[src/rtl/alu_ctrl_pkg.sv]
// Shared definitions for the ALU control FSM: opcodes, ALU control words
// and the controller state encoding.
// Optional feature macro: ILLEGAL_TRAP_EN adds the TRAP state.
package alu_ctrl_pkg;

    // Instruction opcodes (instr[15:12]); 7..15 are illegal
    localparam logic [3:0] OP_ADD  = 4'd0;
    localparam logic [3:0] OP_SUB  = 4'd1;
    localparam logic [3:0] OP_SLT  = 4'd2;
    localparam logic [3:0] OP_ADDI = 4'd3;
    localparam logic [3:0] OP_LW   = 4'd4;
    localparam logic [3:0] OP_SW   = 4'd5;
    localparam logic [3:0] OP_BEQ  = 4'd6;

    // ALU control encodings
    localparam logic [3:0] ALU_ADD = 4'b0010;
    localparam logic [3:0] ALU_SUB = 4'b0110;
    localparam logic [3:0] ALU_SLT = 4'b0111;

`ifdef ILLEGAL_TRAP_EN
    typedef enum logic [2:0] {ST_IDLE, ST_DECODE, ST_EXEC, ST_MEM, ST_WB, ST_TRAP} state_t;
`else
    typedef enum logic [2:0] {ST_IDLE, ST_DECODE, ST_EXEC, ST_MEM, ST_WB} state_t;
`endif

endpackage

[src/rtl/alu_ctrl_fsm_if.sv]
// Instruction, register-file, ALU and memory signals of the ALU control FSM.
// master: the controller; slave: its environment (fetch, regfile, ALU, memory).
// Optional feature macro: ILLEGAL_TRAP_EN adds the illegal_op flag.
interface alu_ctrl_fsm_if #(
    parameter int DATA_W = 16
);
    logic              instr_valid;
    logic [15:0]       instr;
    logic              instr_ready;
    logic [3:0]        rs_addr;
    logic [3:0]        rt_addr;
    logic [3:0]        rd_addr;
    logic [3:0]        ALU_CTRL;
    logic              alu_src_imm;
    logic [DATA_W-1:0] imm;
    logic [DATA_W-1:0] alu_result;
    logic              mem_req;
    logic              mem_we;
    logic [DATA_W-1:0] mem_addr;
    logic              mem_ack;
    logic              reg_we;
    logic              done;
    logic              branch_taken;
    logic              mem_err;
`ifdef ILLEGAL_TRAP_EN
    logic              illegal_op;
`endif

    modport master (
        input  instr_valid, instr, alu_result, mem_ack,
        output instr_ready, rs_addr, rt_addr, rd_addr, ALU_CTRL, alu_src_imm, imm,
               mem_req, mem_we, mem_addr, reg_we, done, branch_taken, mem_err
`ifdef ILLEGAL_TRAP_EN
        , output illegal_op
`endif
    );

    modport slave (
        output instr_valid, instr, alu_result, mem_ack,
        input  instr_ready, rs_addr, rt_addr, rd_addr, ALU_CTRL, alu_src_imm, imm,
               mem_req, mem_we, mem_addr, reg_we, done, branch_taken, mem_err
`ifdef ILLEGAL_TRAP_EN
        , input illegal_op
`endif
    );

endinterface

[src/rtl/alu_ctrl_decode.sv]
// Combinational opcode decoder: ALU control word plus instruction class flags.
module alu_ctrl_decode
    import alu_ctrl_pkg::*;
(
    input  logic [3:0] i_opcode,
    output logic [3:0] o_alu_ctrl,
    output logic       o_alu_src_imm,
    output logic       o_is_mem,
    output logic       o_is_wr,
    output logic       o_is_branch,
    output logic       o_illegal
);

    // Map each opcode to its control word; unknown opcodes flag illegal
    always_comb begin
        // NOTE: every output gets a default before the case, so no path can infer a latch.
        o_alu_ctrl    = ALU_ADD;
        o_alu_src_imm = 1'b0;
        o_is_mem      = 1'b0;
        o_is_wr       = 1'b0;
        o_is_branch   = 1'b0;
        o_illegal     = 1'b0;
        case (i_opcode)
            OP_ADD:  o_is_wr = 1'b1;
            OP_SUB:  begin o_alu_ctrl = ALU_SUB; o_is_wr = 1'b1; end
            OP_SLT:  begin o_alu_ctrl = ALU_SLT; o_is_wr = 1'b1; end
            OP_ADDI: begin o_alu_src_imm = 1'b1; o_is_wr = 1'b1; end
            OP_LW:   begin o_alu_src_imm = 1'b1; o_is_mem = 1'b1; o_is_wr = 1'b1; end
            OP_SW:   begin o_alu_src_imm = 1'b1; o_is_mem = 1'b1; end
            OP_BEQ:  begin o_alu_ctrl = ALU_SUB; o_is_branch = 1'b1; end
            default: o_illegal = 1'b1;
        endcase
    end

endmodule

[src/rtl/alu_ctrl_fsm.sv]
// Multi-cycle ALU/memory instruction controller:
// IDLE -> DECODE -> EXEC -> (WB | MEM -> WB/IDLE | IDLE).
// Optional feature macro: ILLEGAL_TRAP_EN -- illegal opcodes lock up in TRAP
// with illegal_op set until reset; otherwise they retire as a NOP.
module alu_ctrl_fsm
    import alu_ctrl_pkg::*;
#(
    parameter int DATA_W      = 16,
    parameter int MEM_TIMEOUT = 15
) (
    input  logic          clk,
    input  logic          rst,
    alu_ctrl_fsm_if.master bus
);

    localparam int CNT_W = (MEM_TIMEOUT < 2) ? 1 : $clog2(MEM_TIMEOUT);
    localparam logic [CNT_W-1:0] CNT_LAST = CNT_W'(MEM_TIMEOUT - 1);

    state_t            r_state;
    logic [3:0]        r_opcode;
    logic              r_instr_ready;
    logic [3:0]        r_rs_addr;
    logic [3:0]        r_rt_addr;
    logic [3:0]        r_rd_addr;
    logic [DATA_W-1:0] r_imm;
    logic [3:0]        r_alu_ctrl;
    logic              r_alu_src_imm;
    logic [DATA_W-1:0] r_mem_addr;
    logic              r_mem_req;
    logic              r_mem_we;
    logic [CNT_W-1:0]  r_mem_cnt;
    logic              r_reg_we;
    logic              r_done;
    logic              r_branch_eval;
    logic              r_mem_err;
`ifdef ILLEGAL_TRAP_EN
    logic              r_illegal_op;
`endif

    logic [3:0] w_alu_ctrl;
    logic       w_alu_src_imm;
    logic       w_is_mem;
    logic       w_is_wr;
    logic       w_is_branch;
    logic       w_illegal;
    logic       w_alu_zero;

    alu_ctrl_decode u_decode (
        .i_opcode      (r_opcode),
        .o_alu_ctrl    (w_alu_ctrl),
        .o_alu_src_imm (w_alu_src_imm),
        .o_is_mem      (w_is_mem),
        .o_is_wr       (w_is_wr),
        .o_is_branch   (w_is_branch),
        .o_illegal     (w_illegal)
    );

    // Controller state machine with registered outputs
    always_ff @(posedge clk or posedge rst) begin
        if (rst) begin
            r_state       <= ST_IDLE;
            r_opcode      <= '0;
            r_instr_ready <= 1'b1;
            r_rs_addr     <= '0;
            r_rt_addr     <= '0;
            r_rd_addr     <= '0;
            r_imm         <= '0;
            r_alu_ctrl    <= ALU_ADD;
            r_alu_src_imm <= 1'b0;
            r_mem_addr    <= '0;
            r_mem_req     <= 1'b0;
            r_mem_we      <= 1'b0;
            r_mem_cnt     <= '0;
            r_reg_we      <= 1'b0;
            r_done        <= 1'b0;
            r_branch_eval <= 1'b0;
            r_mem_err     <= 1'b0;
`ifdef ILLEGAL_TRAP_EN
            r_illegal_op  <= 1'b0;
`endif
        end else begin
            // NOTE: pulses default low with non-blocking assignments; a later
            // assignment in the same pass overrides, so each pulse lasts one cycle.
            r_reg_we      <= 1'b0;
            r_done        <= 1'b0;
            r_branch_eval <= 1'b0;
            case (r_state)
                ST_IDLE: begin
                    if (bus.instr_valid) begin
                        r_opcode      <= bus.instr[15:12];
                        r_rd_addr     <= bus.instr[11:8];
                        r_rs_addr     <= bus.instr[7:4];
                        r_rt_addr     <= bus.instr[3:0];
                        r_imm         <= {{(DATA_W-4){bus.instr[3]}}, bus.instr[3:0]};
                        r_instr_ready <= 1'b0;
                        r_state       <= ST_DECODE;
                    end
                end
                ST_DECODE: begin
                    r_alu_ctrl    <= w_alu_ctrl;
                    r_alu_src_imm <= w_alu_src_imm;
                    r_state       <= ST_EXEC;
                    // Branches and NOPs retire during EXEC, so their done is armed here
                    if (w_is_branch) begin
                        r_done        <= 1'b1;
                        r_branch_eval <= 1'b1;
                    end
`ifndef ILLEGAL_TRAP_EN
                    else if (w_illegal) begin
                        r_done <= 1'b1;
                    end
`endif
                end
                ST_EXEC: begin
                    r_mem_addr <= bus.alu_result;
                    r_alu_ctrl <= ALU_ADD;
                    r_mem_cnt  <= '0;
                    if (w_illegal) begin
`ifdef ILLEGAL_TRAP_EN
                        r_illegal_op  <= 1'b1;
                        r_state       <= ST_TRAP;
`else
                        r_instr_ready <= 1'b1;
                        r_state       <= ST_IDLE;
`endif
                    end else if (w_is_branch) begin
                        r_instr_ready <= 1'b1;
                        r_state       <= ST_IDLE;
                    end else if (w_is_mem) begin
                        r_mem_req <= 1'b1;
                        r_mem_we  <= ~w_is_wr;
                        r_state   <= ST_MEM;
                    end else begin
                        r_reg_we <= 1'b1;
                        r_done   <= 1'b1;
                        r_state  <= ST_WB;
                    end
                end
                ST_MEM: begin
                    // An ack in the final timeout cycle takes priority over the timeout
                    if (bus.mem_ack) begin
                        r_mem_req <= 1'b0;
                        r_mem_we  <= 1'b0;
                        r_done    <= 1'b1;
                        if (w_is_wr) begin
                            r_reg_we <= 1'b1;
                            r_state  <= ST_WB;
                        end else begin
                            r_instr_ready <= 1'b1;
                            r_state       <= ST_IDLE;
                        end
                    end else if (r_mem_cnt == CNT_LAST) begin
                        r_mem_req     <= 1'b0;
                        r_mem_we      <= 1'b0;
                        r_mem_err     <= 1'b1;
                        r_done        <= 1'b1;
                        r_instr_ready <= 1'b1;
                        r_state       <= ST_IDLE;
                    end else begin
                        r_mem_cnt <= r_mem_cnt + 1'b1;
                    end
                end
                ST_WB: begin
                    r_instr_ready <= 1'b1;
                    r_state       <= ST_IDLE;
                end
`ifdef ILLEGAL_TRAP_EN
                ST_TRAP: r_state <= ST_TRAP;
`endif
                default: begin
                    r_instr_ready <= 1'b1;
                    r_state       <= ST_IDLE;
                end
            endcase
        end
    end

    // BEQ resolves on the ALU result present during EXEC, alongside its done pulse
    assign w_alu_zero = (bus.alu_result == '0);

    assign bus.instr_ready  = r_instr_ready;
    assign bus.rs_addr      = r_rs_addr;
    assign bus.rt_addr      = r_rt_addr;
    assign bus.rd_addr      = r_rd_addr;
    assign bus.imm          = r_imm;
    assign bus.ALU_CTRL     = r_alu_ctrl;
    assign bus.alu_src_imm  = r_alu_src_imm;
    assign bus.mem_addr     = r_mem_addr;
    assign bus.mem_req      = r_mem_req;
    assign bus.mem_we       = r_mem_we;
    assign bus.reg_we       = r_reg_we;
    assign bus.done         = r_done;
    assign bus.branch_taken = r_branch_eval & w_alu_zero;
    assign bus.mem_err      = r_mem_err;
`ifdef ILLEGAL_TRAP_EN
    assign bus.illegal_op   = r_illegal_op;
`endif

endmodule
[src/flat_wrapper.sv]
// flat-port wrapper written by rule: the top's interface ports become plain ports
module alu_ctrl_fsm_flat import alu_ctrl_pkg::*;
#(
    parameter int DATA_W      = 16,
    parameter int MEM_TIMEOUT = 15
)
  (clk, rst, bus_instr_valid, bus_instr, bus_alu_result, bus_mem_ack, bus_instr_ready, bus_rs_addr, bus_rt_addr, bus_rd_addr, bus_ALU_CTRL, bus_alu_src_imm, bus_imm, bus_mem_req, bus_mem_we, bus_mem_addr, bus_reg_we, bus_done, bus_branch_taken, bus_mem_err);
  alu_ctrl_fsm_if #(.DATA_W(DATA_W)) bus_i ();
  input  logic clk;
  input  logic rst;
  input wire logic [$bits(bus_i.instr_valid)-1:0] bus_instr_valid;
  input wire logic [$bits(bus_i.instr)-1:0] bus_instr;
  input wire logic [$bits(bus_i.alu_result)-1:0] bus_alu_result;
  input wire logic [$bits(bus_i.mem_ack)-1:0] bus_mem_ack;
  output wire logic [$bits(bus_i.instr_ready)-1:0] bus_instr_ready;
  output wire logic [$bits(bus_i.rs_addr)-1:0] bus_rs_addr;
  output wire logic [$bits(bus_i.rt_addr)-1:0] bus_rt_addr;
  output wire logic [$bits(bus_i.rd_addr)-1:0] bus_rd_addr;
  output wire logic [$bits(bus_i.ALU_CTRL)-1:0] bus_ALU_CTRL;
  output wire logic [$bits(bus_i.alu_src_imm)-1:0] bus_alu_src_imm;
  output wire logic [$bits(bus_i.imm)-1:0] bus_imm;
  output wire logic [$bits(bus_i.mem_req)-1:0] bus_mem_req;
  output wire logic [$bits(bus_i.mem_we)-1:0] bus_mem_we;
  output wire logic [$bits(bus_i.mem_addr)-1:0] bus_mem_addr;
  output wire logic [$bits(bus_i.reg_we)-1:0] bus_reg_we;
  output wire logic [$bits(bus_i.done)-1:0] bus_done;
  output wire logic [$bits(bus_i.branch_taken)-1:0] bus_branch_taken;
  output wire logic [$bits(bus_i.mem_err)-1:0] bus_mem_err;
  assign bus_i.instr_valid = bus_instr_valid;
  assign bus_i.instr = bus_instr;
  assign bus_i.alu_result = bus_alu_result;
  assign bus_i.mem_ack = bus_mem_ack;
  assign bus_instr_ready = bus_i.instr_ready;
  assign bus_rs_addr = bus_i.rs_addr;
  assign bus_rt_addr = bus_i.rt_addr;
  assign bus_rd_addr = bus_i.rd_addr;
  assign bus_ALU_CTRL = bus_i.ALU_CTRL;
  assign bus_alu_src_imm = bus_i.alu_src_imm;
  assign bus_imm = bus_i.imm;
  assign bus_mem_req = bus_i.mem_req;
  assign bus_mem_we = bus_i.mem_we;
  assign bus_mem_addr = bus_i.mem_addr;
  assign bus_reg_we = bus_i.reg_we;
  assign bus_done = bus_i.done;
  assign bus_branch_taken = bus_i.branch_taken;
  assign bus_mem_err = bus_i.mem_err;
  alu_ctrl_fsm #(.DATA_W(DATA_W), .MEM_TIMEOUT(MEM_TIMEOUT)) u_core (.clk(clk), .rst(rst), .bus(bus_i));
endmodule
[config.mk]
export PLATFORM = sky130hd
export DESIGN_NAME = alu_ctrl_fsm_flat
export DESIGN_NICKNAME = d
export VERILOG_FILES = /design/src/rtl/alu_ctrl_pkg.sv /design/src/rtl/alu_ctrl_fsm_if.sv /design/src/rtl/alu_ctrl_decode.sv /design/src/rtl/alu_ctrl_fsm.sv /design/src/flat_wrapper.sv
export SDC_FILE = /design/constraint.sdc
export NUM_CORES = 1
export LEC_CHECK = 0
export CAP_MARGIN = 40
export CORE_MARGIN = 2
export CORE_UTILIZATION = 35
export CTS_CLUSTER_DIAMETER = 60
export CTS_CLUSTER_SIZE = 8
export DETAILED_ROUTE_END_ITERATION = 16
export PLACE_DENSITY_LB_ADDON = 0.3
export SLEW_MARGIN = 20
export SYNTH_ARGS = -nofsm -noshare
export SYNTH_HDL_FRONTEND = slang
export SYNTH_SLANG_ARGS = --single-unit
[constraint.sdc]
create_clock -name clk -period 1.9 [get_ports clk]
set_input_delay 0.38 -clock clk [delete_from_list [all_inputs] [get_ports clk]]
set_output_delay 0.38 -clock clk [all_outputs]
set_load 0.02 [all_outputs]
# Word level (Yosys, flattened, before mapping)
# Cells that the tools add are included.
# word_totals
mem_bits_rw,0
latch_bits,0
inputBits,36
register_bits,55
word_cells,104
out_inout_bits,56
mem_count,0
romBits,0
# classes
n_div,0
muxes,47
n_eq_ne,19
n_reduce_logical,16
order_cmp,0
mul,0
n_addsub,1
bitwise,4
n_shift,0
# ops
op,n
1-bit 2-to-1 mux,29
3-bit 2-to-1 mux,7
16-bit zero test,1
4-bit one-hot mux with 2 select lines,2
"4-bit by 3-bit equality test with 1-bit output, second input constant",3
"2-bit != test, second input constant",6
3-bit one-hot mux with 4 select lines,1
5-bit AND reduction,2
"4-bit by 2-bit equality test with 1-bit output, second input constant",2
4-bit 2-to-1 mux,2
7-bit OR reduction,1
"3-bit by 2-bit equality test with 1-bit output, second input constant",2
"3-bit != test, second input constant",2
1-bit one-hot mux with 2 select lines,3
3-bit one-hot mux with 2 select lines,1
3-bit AND reduction,2
5-bit OR reduction,1
"4-bit by 1-bit adder with 4-bit output, second input constant",1
"4-bit by 1-bit equality test with 1-bit output, second input constant",1
"4-bit equality test, second input constant",1
4-bit zero test,1
1-bit one-hot mux with 4 select lines,1
2-bit AND reduction,2
2-bit nonzero test,2
8 further kinds,11

# Logic depth before layout (Yosys ltp)
# depth
depth_word,8
depth_mapped,5
mapped_depth_nobuf,5

# Modules after synthesis
# A second synthesis with hierarchy kept.
# hier_totals
cells_unflattened,190
hier_area_um2,2389.8
# modules_own_cells
module,instances,area_per_inst_um2,cells_per_inst
alu_ctrl_fsm,1,2289.7,174
alu_ctrl_decode,1,100.1,16

# Least setup slack after synthesis
# OpenSTA, ideal clock, no wires.
# synth_timing
kind,in2out
start,input port bus_alu_result[3]
end,output port bus_branch_taken
n_path_buf,0
t_required_ns,1.520
setup_slack_ns,0.121
arrival_time_ns,1.399
path_stages,3
path_cell_list,nor4b_1 nand4_1 nor4_1
# synth_via
elab_chain_cells,2
# synth_rtl
element,line,text
"start, declared",flat_wrapper.sv:13,input wire logic [$bits(bus_i.alu_result)-1:0] bus_alu_result;
16-bit zero test,alu_ctrl_fsm.sv:179,assign w_alu_zero = (bus.alu_result == '0);
1-bit AND,alu_ctrl_fsm.sv:193,assign bus.branch_taken = r_branch_eval & w_alu_zero;
"end, declared",flat_wrapper.sv:27,output wire logic [$bits(bus_i.branch_taken)-1:0] bus_branch_taken;
# Every way passes these cells.

# Worst setup path in the final report
# layout_timing
start,input port bus_alu_result[2]
end,output port bus_branch_taken
# The elaborated chain is that of the path after synthesis.

==> flow_summary.json <==
{
  "outcome": "complete, no violations",
  "power_density_nw_per_um2": 1753,
  "syn-num-nets": 228,
  "die_width_um": 86.33,
  "power_leakage_nw": 1.424,
  "synth_xor_area_frac": 0,
  "path_cells": "clkdlybuf4s15_2 > nor4b_4 > buf_4 > nand4_1 > nor4_1 > buf_2",
  "rr_startpoint": "u_core.r_state[1]$_DFFE_PP0P_",
  "end_kind": "output pin",
  "gr-usage-met1": 0.1886,
  "num_vias": 1719,
  "insertion_delay_ns": 0.29,
  "slew_violations": 0,
  "fin_tns_setup_ns": 0,
  "cts_htree_levels": 2,
  "ioPinCount": 92,
  "utilization": 0.5036,
  "required_ns": 1.52,
  "ctsLongestPathBuffers": 2,
  "core_area_um2": 6681,
  "hpwl_um": 3775,
  "critPathSlowestCell": "nor4b_4",
  "grt_pass1_vias": 1718,
  "hold_path.class": "input pin to async pin",
  "cts_tree": "built",
  "syn_area_per_cell_um2": 12.49,
  "synth_top_family_by_area": "multiplexers",
  "grt-busiest-layer": "met2",
  "crit_path_start_kind": "input pin",
  "io_buffers": 89,
  "dieArea_um2": 7453,
  "grt_usage": 0.1402,
  "grt_start_max_net_pins": 27,
  "cts-root-buf": "clkbuf_8",
  "grtUsageMet2": 0.2245,
  "drt_iter0_drc": 107,
  "drive_gt1_frac": 0.2351,
  "syn_inst": 190,
  "crit_fanout": 2,
  "gp_congestion": 0.7793,
  "ys_warn_count": 0,
  "antenna_left": 0,
  "final_hold_viol_count": 0,
  "synthSimpleGateAreaFrac": 0.1261,
  "die_height_um": 86.33,
  "use_met3": 0.03238,
  "synth-compound-area-share": 0.07911,
  "reg2reg_depth": 3,
  "timing_worst_setup_path_type": "input pin to output pin",
  "rsz0062_at_grt": "true",
  "synth_edf_count": 0,
  "cts_sinks": 49,
  "synthMuxAreaShare": 0.1688,
  "fin_nets": 305,
  "synthAdderAreaFrac": 0.01055,
  "synthesis.area_um2": 2372,
  "postRouteWirelength_um": 5074,
  "p_total_w": 0.005898,
  "ys_ff_latch": 49,
  "critPathArrivalTime_ns": 1.45,
  "wl_per_cell_um": 14.58,
  "start_util": 0.3551,
  "finalClockSkew_ns": 0.003576,
  "post-cts-setup-buffers": 0,
  "synth_ff_type": "dfrtp_1",
  "synthToLayoutAreaGrowth_pct": 41.83,
  "fin_crit_sh": 0.9610,
  "clkTransAtPathRegs_ns": 0.09,
  "max_freq_mhz": 547.7,
  "critPathLaunch": "bus_alu_result[2]",
  "setup_viol": 0,
  "ys_types": 46,
  "ir_drop_uv": 808.9,
  "drcViolationCount": 0,
  "cts_buffers": 5,
  "overflow": 0,
  "async_reset_ff_frac": 1.000,
  "grt_pass1_wl_um": 8452,
  "viasPerCell": 4.940,
  "maxCapViolations": 0,
  "yosysSeqAreaShare": 0.5174,
  "rows": 30,
  "diodes": 0,
  "antenna_found_initial": 0,
  "period_needed_ns": 1.826,
  "drt-pass1-iter-count": 4,
  "critPathMaxStageDelay_ns": 0.27
}
==> layout make-up <==
cell class,count,area (µm²)
multi-input combinational,108,940.9
sequential,49,1229
timing repair buffer,98,964.7
tap,80,100.1
inverter,5,18.77
clock inverter,2,38.79
fill,604,3317
clock buffer,6,72.57
==> flip-flops by register name (all words and copies together), names as in the netlist <==
register and flops:
u_core.bus.rs_addr 4, u_core.bus.mem_err 1, u_core.bus.mem_req 1, u_core.bus.reg_we 1
u_core.bus.rd_addr 4, u_core.r_state 3, u_core.r_opcode 4, u_core.bus.ALU_CTRL 2
u_core.bus.instr_ready 1, u_core.r_branch_eval 1, u_core.r_mem_cnt 4, u_core.bus.mem_addr 16
u_core.bus.alu_src_imm 1, u_core.bus.mem_we 1, u_core.bus.done 1, u_core.bus.rt_addr 4
==> placed cells by master (no fill, tap or decap), types with 2 or more instances in the layout <==
cell type / count
ha_1: 2
dlygate4sd2_1: 8
nor2_1: 7
buf_2: 2
nand2_1: 7
nand3_1: 6
dfrtp_1: 47
clkdlybuf4s50_1: 77
a21oi_1: 3
mux2_4: 8
a211o_1: 2
inv_1: 4
o211ai_1: 4
buf_12: 2
nand4_1: 2
conb_1: 2
buf_4: 7
o21ai_0: 6
a31oi_1: 2
a31o_2: 2
nor4_1: 3
clkbuf_8: 5
mux2_2: 24
nor4b_4: 2
nand3b_1: 2
==> repair_timing <==
item,4_1_cts,5_1_grt
gates resized for setup,25,1
pin swaps,5,1
hold buffers,0,0
endpoints found under the setup margin,15,1
==> path summary, 6_finish.rpt <==
kind                            slack (ns)                                   to
worst max-delay path                  0.07                     bus_branch_taken
worst min-delay path                  0.35   u_core.bus.ALU_CTRL[2]$_DFFE_PP0P_
worst max register to register        0.33  u_core.bus.mem_addr[13]$_DFFE_PP0N_
worst min register to register        0.48       u_core.bus.mem_err$_DFFE_PP0P_
max in group asynchronous             1.06          u_core.bus.reg_we$_DFF_PP0_
min in group clk                      0.39   u_core.bus.mem_addr[4]$_DFFE_PP0N_
==> cell families (layout without fill, tap and decap cells) <==
kind of cell,count (synthesis),in the layout
compound gates,27,27
flops,49,49
mux,33,33
fa+ha+maj,2,2
buf+inv,33,111
simple gates,44,44
other cells,2,2
==> Yosys cell counts (2+ instances only) <==
master	number	area (µm²)
o21ai_0	6	30.03
nand3b_1	2	15.01
inv_1	5	18.77
nand3_1	6	30.03
nor4b_1	2	17.52
o211ai_1	4	30.03
conb_1	2	7.510
clkbuf_1	5	18.77
nand4_1	2	12.51
dfrtp_1	48	1201
a31o_2	2	17.52
a211o_1	2	17.52
buf_4	19	142.6
nand2_1	7	26.28
ha_1	2	25.02
mux2_4	8	120.1
a31oi_1	2	12.51
a21oi_1	3	15.01
buf_6	4	45.04
mux2_2	24	270.3
nor4_1	4	25.02
nor2_1	7	26.28
==> routing by layer <==
metal | vias to the layer above | wire [µm]
li1 | 819 | -
met3 | 4 | 291
met2 | 56 | 2452
met1 | 840 | 2282
met4 | 0 | 48
met5 | - | 0
==> critical path: cells and delay by family <==
kind	cells	cell delay [ns]
simple gates	3	0.51
buf+inv	3	0.56
==> power by group <==
| part | total [W] | internal [W] | leakage, nW | switching (W) |
|---|---|---|---|---|
| Combinational | 0.00319 | 0.00172 | 0.777 | 0.00146 |
| Clock | 0.000739 | 0.000396 | 0.0554 | 0.000344 |
| Sequential | 0.00197 | 0.00153 | 0.592 | 0.000441 |
==> stage by stage <==
| stage | cell area (µm²) | setup WS, ns | cells | hold WS (ns) |
|---|---|---|---|---|
| after floorplan | 2372 | 0.1212 | 190 | 0.4759 |
| after global routing | 3364 | -0.02785 | 348 | 0.3641 |
| final | 3364 | 0.07418 | 348 | 0.3491 |
| after detailed placement | 3249 | -0.6927 | 340 | 0.4748 |
| after global placement | 3249 | -0.8148 | 340 | 0.4545 |
| after CTS | 3356 | -0.02601 | 348 | 0.3484 |
No activity file was read; power rests on OpenSTA's default activity.
==> RTL change 1: new RTL, config.mk and constraints unchanged <==
`DATA_W` is set to 16 in 3 places; all go to 32.
--- a/src/rtl/alu_ctrl_fsm_if.sv
+++ b/src/rtl/alu_ctrl_fsm_if.sv
@@ -2,7 +2,7 @@
 // master: the controller; slave: its environment (fetch, regfile, ALU, memory).
 // Optional feature macro: ILLEGAL_TRAP_EN adds the illegal_op flag.
 interface alu_ctrl_fsm_if #(
-    parameter int DATA_W = 16
+    parameter int DATA_W = 32
 );
     logic              instr_valid;
     logic [15:0]       instr;
--- a/src/rtl/alu_ctrl_fsm.sv
+++ b/src/rtl/alu_ctrl_fsm.sv
@@ -5,7 +5,7 @@
 module alu_ctrl_fsm
     import alu_ctrl_pkg::*;
 #(
-    parameter int DATA_W      = 16,
+    parameter int DATA_W      = 32,
     parameter int MEM_TIMEOUT = 15
 ) (
     input  logic          clk,
--- a/src/flat_wrapper.sv
+++ b/src/flat_wrapper.sv
@@ -1,7 +1,7 @@
 // flat-port wrapper written by rule: the top's interface ports become plain ports
 module alu_ctrl_fsm_flat import alu_ctrl_pkg::*;
 #(
-    parameter int DATA_W      = 16,
+    parameter int DATA_W      = 32,
     parameter int MEM_TIMEOUT = 15
 )
   (clk, rst, bus_instr_valid, bus_instr, bus_alu_result, bus_mem_ack, bus_instr_ready, bus_rs_addr, bus_rt_addr, bus_rd_addr, bus_ALU_CTRL, bus_alu_src_imm, bus_imm, bus_mem_req, bus_mem_we, bus_mem_addr, bus_reg_we, bus_done, bus_branch_taken, bus_mem_err);
Interface: changed (resized bus_alu_result, bus_imm and bus_mem_addr); port bits go from 92 to 140. The function was not compared with the original's and may differ.
==> RTL change 1 against the original RTL <==
The run now ends with setup timing left; worst setup slack got worse by 80 ps; sequential share of layout area decreased by 1.5 points; final area up 38%; synthesized area up 30%; sequential cell count is 16 higher; synthesized cell count is 27% higher; fmax decreased by 4.2%; highest routed layer unchanged; routed wire length is 38% higher; total power rose by 39%.
==> RTL change 1: results (changes against the original RTL) <==
| Metric | Value |
|---|---|
| Comb pwr | 4.31 mW (was 3.19 mW) |
| Worst skew pair latency | 330 ps (was 290 ps) |
| Flop-to-flop setup slack | 240 ps (was 330 ps) |
| Metal2 WL | 3.50 mm (was 2.45 mm) |
| Port bufs | 137 (was 89) |
| Met3 WL | 572 um (was 291 um) |
| RePlAce Congestion | 0.754 (was 0.779) |
| Status | complete, but fails checks (was finished clean) |
| Total track usage | 15.2% (was 14.0%) |
| Reg2reg path depth | 4 (was 3) |
| Internal power | 5.05 mW (was 3.65 mW) |
| Sequential fraction of the synthesis area | 52.7% (was 51.7%) |
| Worst flop-to-flop path startpoint | u_core.r_state[0] (was u_core.r_state[1]) |
| Longest Clk Path Bufs | 2 (unchanged) |
| Wl on met1 | 2.83 mm (was 2.28 mm) |
| Routing usage on met2 | 25.7% (was 22.4%) |
| Clock-pin slew on the worst setup and hold paths | 70 ps (was 90 ps) |
| Post-Synth Adder-Cell Area | 0.810% (was 1.05%) |
| CTS H-tree lvls | 3 (was 2) |
| Num CTS Buffers | 9 (was 5) |
| Synth Area in Compound Gates | 5.59% (was 7.91%) |
| Vias in the first global route | 2,331 (was 1,718) |
| CP peak stage delay | 420 ps (was 270 ps) |
| Final worst slack | -5.33 ps (was 74.2 ps) |
| Global-route wire length before repair | 11.8 mm (was 8.45 mm) |
| Failing checks | setup timing |
| Post-Syn Nets | 296 (was 228) |
| Initial DRC count | 62 (was 107) |
| Met3 GRT Util | 4.80% (was 3.24%) |
| Max FFs per register | 32 (was 16) |
| Max stage delay cell, worst path | clkdlybuf4s50_1 (was nor4b_4) |
| Synth cell types | 49 (was 46) |
| Critical Path AT | 1530 ps (was 1450 ps) |
| Met1 Usage GRT | 18.1% (was 18.9%) |
| Layout cells sized above 1 | 23.4% (was 23.5%) |
| Largest net degree at the start of global routing | 33 (was 27) |
| DR vias | 2,239 (was 1,719) |
| Fill cells | 773 (was 604) |
| XOR/XNOR Fraction of Synth Area | 0.851% (was 0%) |
| Post-Place Setup Slack | -742 ps (was -693 ps) |
| Clock Power Share | 16.8% (was 12.5%) |
| Synth top cells by count | dfrtp_1, buf_4, mux2_2 (was dfrtp_1, mux2_2, buf_4) |
| Root Driver | clkbuf_8 (unchanged) |
| Worst R2R End | u_core.r_opcode[0] (was u_core.bus.mem_addr[13]) |
| Synth area leaders | dfrtp_1, mux2_2, buf_4, mux2_1, mux2_4 (was dfrtp_1, mux2_2, buf_4, mux2_4, buf_6) |
| Peak supply drop | 0.000745 V (was 0.000809 V) |
| Clk_skew | 7.68 ps (was 3.58 ps) |
| Mux cell area share after synthesis | 18.8% (was 16.9%) |
| Routed WL per cell | 14.7 um (was 14.6 um) |
| Dpl hpwl | 5.35 mm (was 3.78 mm) |
| Nets | 417 (was 305) |
| # setup viols final | 1 (was 0) |
-- RTL change 1: cell types whose count changed in the layout (fill, tap and decap cells not counted), moves of 5 or more --
| cell | before | now |
|---|---|---|
| dlygate4sd2_1 | 8 | 50 |
| dfrtp_1 | 47 | 64 |
| mux2_1 | 0 | 15 |
| clkdlybuf4s50_1 | 77 | 85 |
| buf_4 | 7 | 14 |
| clkbuf_8 | 5 | 12 |
| nand3_1 | 6 | 1 |
| nor4_2 | 1 | 6 |
-- RTL change 1: stage by stage --
step	cells	hold slack, ps	total power, mW	instance area (um2)	TNS (ps)
after floorplan	242	472	5.39	3090	0
after global placement	461	449	7.06	4430	-740
after detailed placement	461	460	7.13	4430	-782
after CTS	476	414	8.29	4640	0
after global routing	476	428	8.64	4640	-84.2
final	476	410	8.19	4640	-5.33
-- RTL change 1: how the worst max path moves through the flow --
stage	from	endpoint	slack [ps]	cells after the start
3_3_place_gp	bus_alu_result[7]	bus_branch_taken	-740	6
6_report	bus_alu_result[2]	bus_branch_taken	-5	4
2_1_floorplan	bus_alu_result[12]	bus_branch_taken	250	3
3_5_place_dp	bus_alu_result[7]	bus_branch_taken	-740	6
5_1_grt	bus_alu_result[14]	bus_branch_taken	-80	5
4_1_cts	u_core.bus.rt_addr[3]	bus_imm[14]	0.04	2
-- RTL change 1: timing repair --
item                                    4_1_cts  5_1_grt
gates resized for setup                      61        2
pin swaps                                    10        1
buffers inserted                              0        0
endpoints found under the setup margin       31        2
-- RTL change 1: cell type report --
class                   instances  area, um2  share of cell area, %
clock buffers                  12        165                   3.56
repair buffers                154       1470                   31.7
clock inverters                 4       73.8                   1.59
multi-input cells             127       1140                   24.6
well taps                     108        135                   2.91
inverters                       6       26.3                  0.566
flip-flops and latches         65       1630                   35.0
==> RTL change 2: new RTL, config.mk and constraints unchanged <==
Made on the original files. The 5 states of `state_t` get a one-hot encoding in 5 bits.
--- a/src/rtl/alu_ctrl_pkg.sv
+++ b/src/rtl/alu_ctrl_pkg.sv
@@ -20,7 +20,7 @@
 `ifdef ILLEGAL_TRAP_EN
     typedef enum logic [2:0] {ST_IDLE, ST_DECODE, ST_EXEC, ST_MEM, ST_WB, ST_TRAP} state_t;
 `else
-    typedef enum logic [2:0] {ST_IDLE, ST_DECODE, ST_EXEC, ST_MEM, ST_WB} state_t;
+    typedef enum logic [4:0] {ST_IDLE = 5'b00001, ST_DECODE = 5'b00010, ST_EXEC = 5'b00100, ST_MEM = 5'b01000, ST_WB = 5'b10000} state_t;
 `endif
 
 endpackage
Function: same outputs for any inputs over 10 cycles, from zero or initial values and one cycle with rst high; not proved beyond that.
==> RTL change 2 against the original RTL <==
Core utilization rose by 2.4 points; routed wire length fell by 2.2%; final area rose by 1.2%; worst setup slack improved by 4.8 ps; fmax rose by 0.26%; sequential power fell by 6%; total power fell by 9.5%; sequential share of layout area rose by 1.1 points; hold slack improved by 70 ps; synthesized area fell by 0.16%; sequential cell count rose by 2; critical path type unchanged; highest routed layer unchanged.
==> RTL change 2: results (changes against the original RTL) <==
| Metric | Value |
|---|---|
| DR vias | 1,796 (was 1,719) |
| Ant. Diodes | 0 (unchanged) |
| Critical Path AT | 1440 ps |
| Final Hold Slack | 420 ps (was 349 ps) |
| Status | finished clean (unchanged) |
| Initial antenna violation count | 0 (unchanged) |
| Num CTS Buffers | 5 (unchanged) |
| Vias in the first global route | 1,695 (was 1,718) |
| Total track usage | 13.4% (was 14.0%) |
| Longest Clk Path Bufs | 2 (unchanged) |
| Max FFs per register | 16 (unchanged) |
| Dpl hpwl | 3.68 mm (was 3.78 mm) |
| Layout cells sized above 1 | 17.1% (was 23.5%) |
| Synth Warn # | 0 (unchanged) |
| Top FF cell, synth | dfrtp_1 (unchanged) |
| Post-Place Setup Slack | -643 ps (was -693 ps) |
| Area after DPL | 3270 um2 (was 3250 um2) |
| Initial DRC count | 31 (was 107) |
| Largest net degree at the start of global routing | 52 (was 27) |
| Post-Syn Nets | 260 (was 228) |
| Worst skew pair latency | 300 ps |
| Port bufs | 89 (unchanged) |
| Routed WL per cell | 13.0 um (was 14.6 um) |
| Root Driver | clkbuf_8 (unchanged) |
| CTS H-tree lvls | 2 (unchanged) |
| Peak supply drop | 0.000765 V (was 0.000809 V) |
| Post-Synth Adder-Cell Area | 1.06% (was 1.05%) |
| Synth area leaders | dfrtp_1, nand2_1, buf_4, mux2_4, mux2_2 (was dfrtp_1, mux2_2, buf_4, mux2_4, buf_6) |
| Flop-to-flop setup slack | 170 ps (was 330 ps) |
| Class of the worst hold path | in -> async (unchanged) |
| FFs w/ async S/R, synth | 100% (unchanged) |
| Global-route wire length before repair | 7.94 mm (was 8.45 mm) |
| Clock-pin slew on the worst setup and hold paths | 90 ps (about the same) |
| Remaining DRCs | 0 (unchanged) |
| Synth cell types | 45 (was 46) |
| Worst-path maximum fanout | 2 (unchanged) |
| Nets | 341 (was 305) |
| Clk_skew | 4.03 ps (was 3.58 ps) |
| Fmax achieved | 549 MHz (was 548 MHz) |
| Static Leak | 1.54 nW (was 1.42 nW) |
| XOR/XNOR Fraction of Synth Area | 0.370% (was 0%) |
| Synth Area in Compound Gates | 7.13% (was 7.91%) |
| Drt pass-1 iters | 4 (unchanged) |
| Postcts setup bufs | 0 (unchanged) |
| RePlAce Congestion | 0.779 (about the same) |
| Synth top cells by count | nand2_1, dfrtp_1, buf_4 (was dfrtp_1, mux2_2, buf_4) |
| Sequential fraction of the synthesis area | 54.0% (was 51.7%) |
| Mux cell area share after synthesis | 9.30% (was 16.9%) |
[RTL change 2: power by group]
group | internal [mW] | total [mW] | switching [mW]
sequential | 1.52 | 1.85 | 0.330
clock | 0.426 | 0.777 | 0.351
combinational | 1.41 | 2.71 | 1.30
[RTL change 2: path summary, 6_finish.rpt]
path                                        start                 endpoint  cells past startpoint
setup / recovery                bus_alu_result[9]         bus_branch_taken                      5
setup reg to reg                u_core.r_state[0]    u_core.bus.rt_addr[1]                      4
max in group asynchronous                     rst   u_core.bus.instr_ready                      3
hold / removal                                rst   u_core.bus.mem_addr[9]                      3
hold reg to reg            u_core.bus.mem_addr[9]   u_core.bus.mem_addr[9]                      2
min in group clk               bus_alu_result[11]  u_core.bus.mem_addr[11]                      3
[RTL change 2: repair_timing]
item	in CTS	in global routing
endpoints found under the hold margin	0	0
setup endpoints to repair	15	3
gates resized for setup	20	4
hold buffers	0	0
pin swaps	5	3
[RTL change 2: through the flow]
stage / TNS (ps) / std cells
after floorplan: 0 / 222
after global placement: -1050 / 373
after detailed placement: -1100 / 373
after CTS: -16.3 / 381
after global routing: 0 / 381
final: 0 / 381
[RTL change 2: layer usage]
metal	up-vias	GRT usage, %	routed length [um]
met4	0	3.41	32
met5	-	0	0
met2	68	20.2	2110
li1	889	-	-
met3	3	4.95	422
met1	836	18.4	2400
[RTL change 2: cells by family after synthesis]
kind of cell	Yosys count
compound gates	25
buf+inv	32
other cells	2
xor+xnor	1
fa+ha+maj	2
flops	51
simple gates	92
mux	17
[RTL change 2: area by class of cell]
cell class / count / area, um2
Multi-Input combinational cell: 139 / 903
Tap cell: 77 / 96.3
Inverter: 6 / 22.5
Clock buffer: 6 / 82.6
Sequential cell: 51 / 1280
Clock inverter: 2 / 35.0
Fill cell: 588 / 3050
Timing Repair Buffer: 100 / 985
[RTL change 2: critical path, stage by stage]
cell and delay [ps]:
dlygate4sd2_1 250, nor4_2 300, nand4_1 170, nor4_2 160, buf_4 180
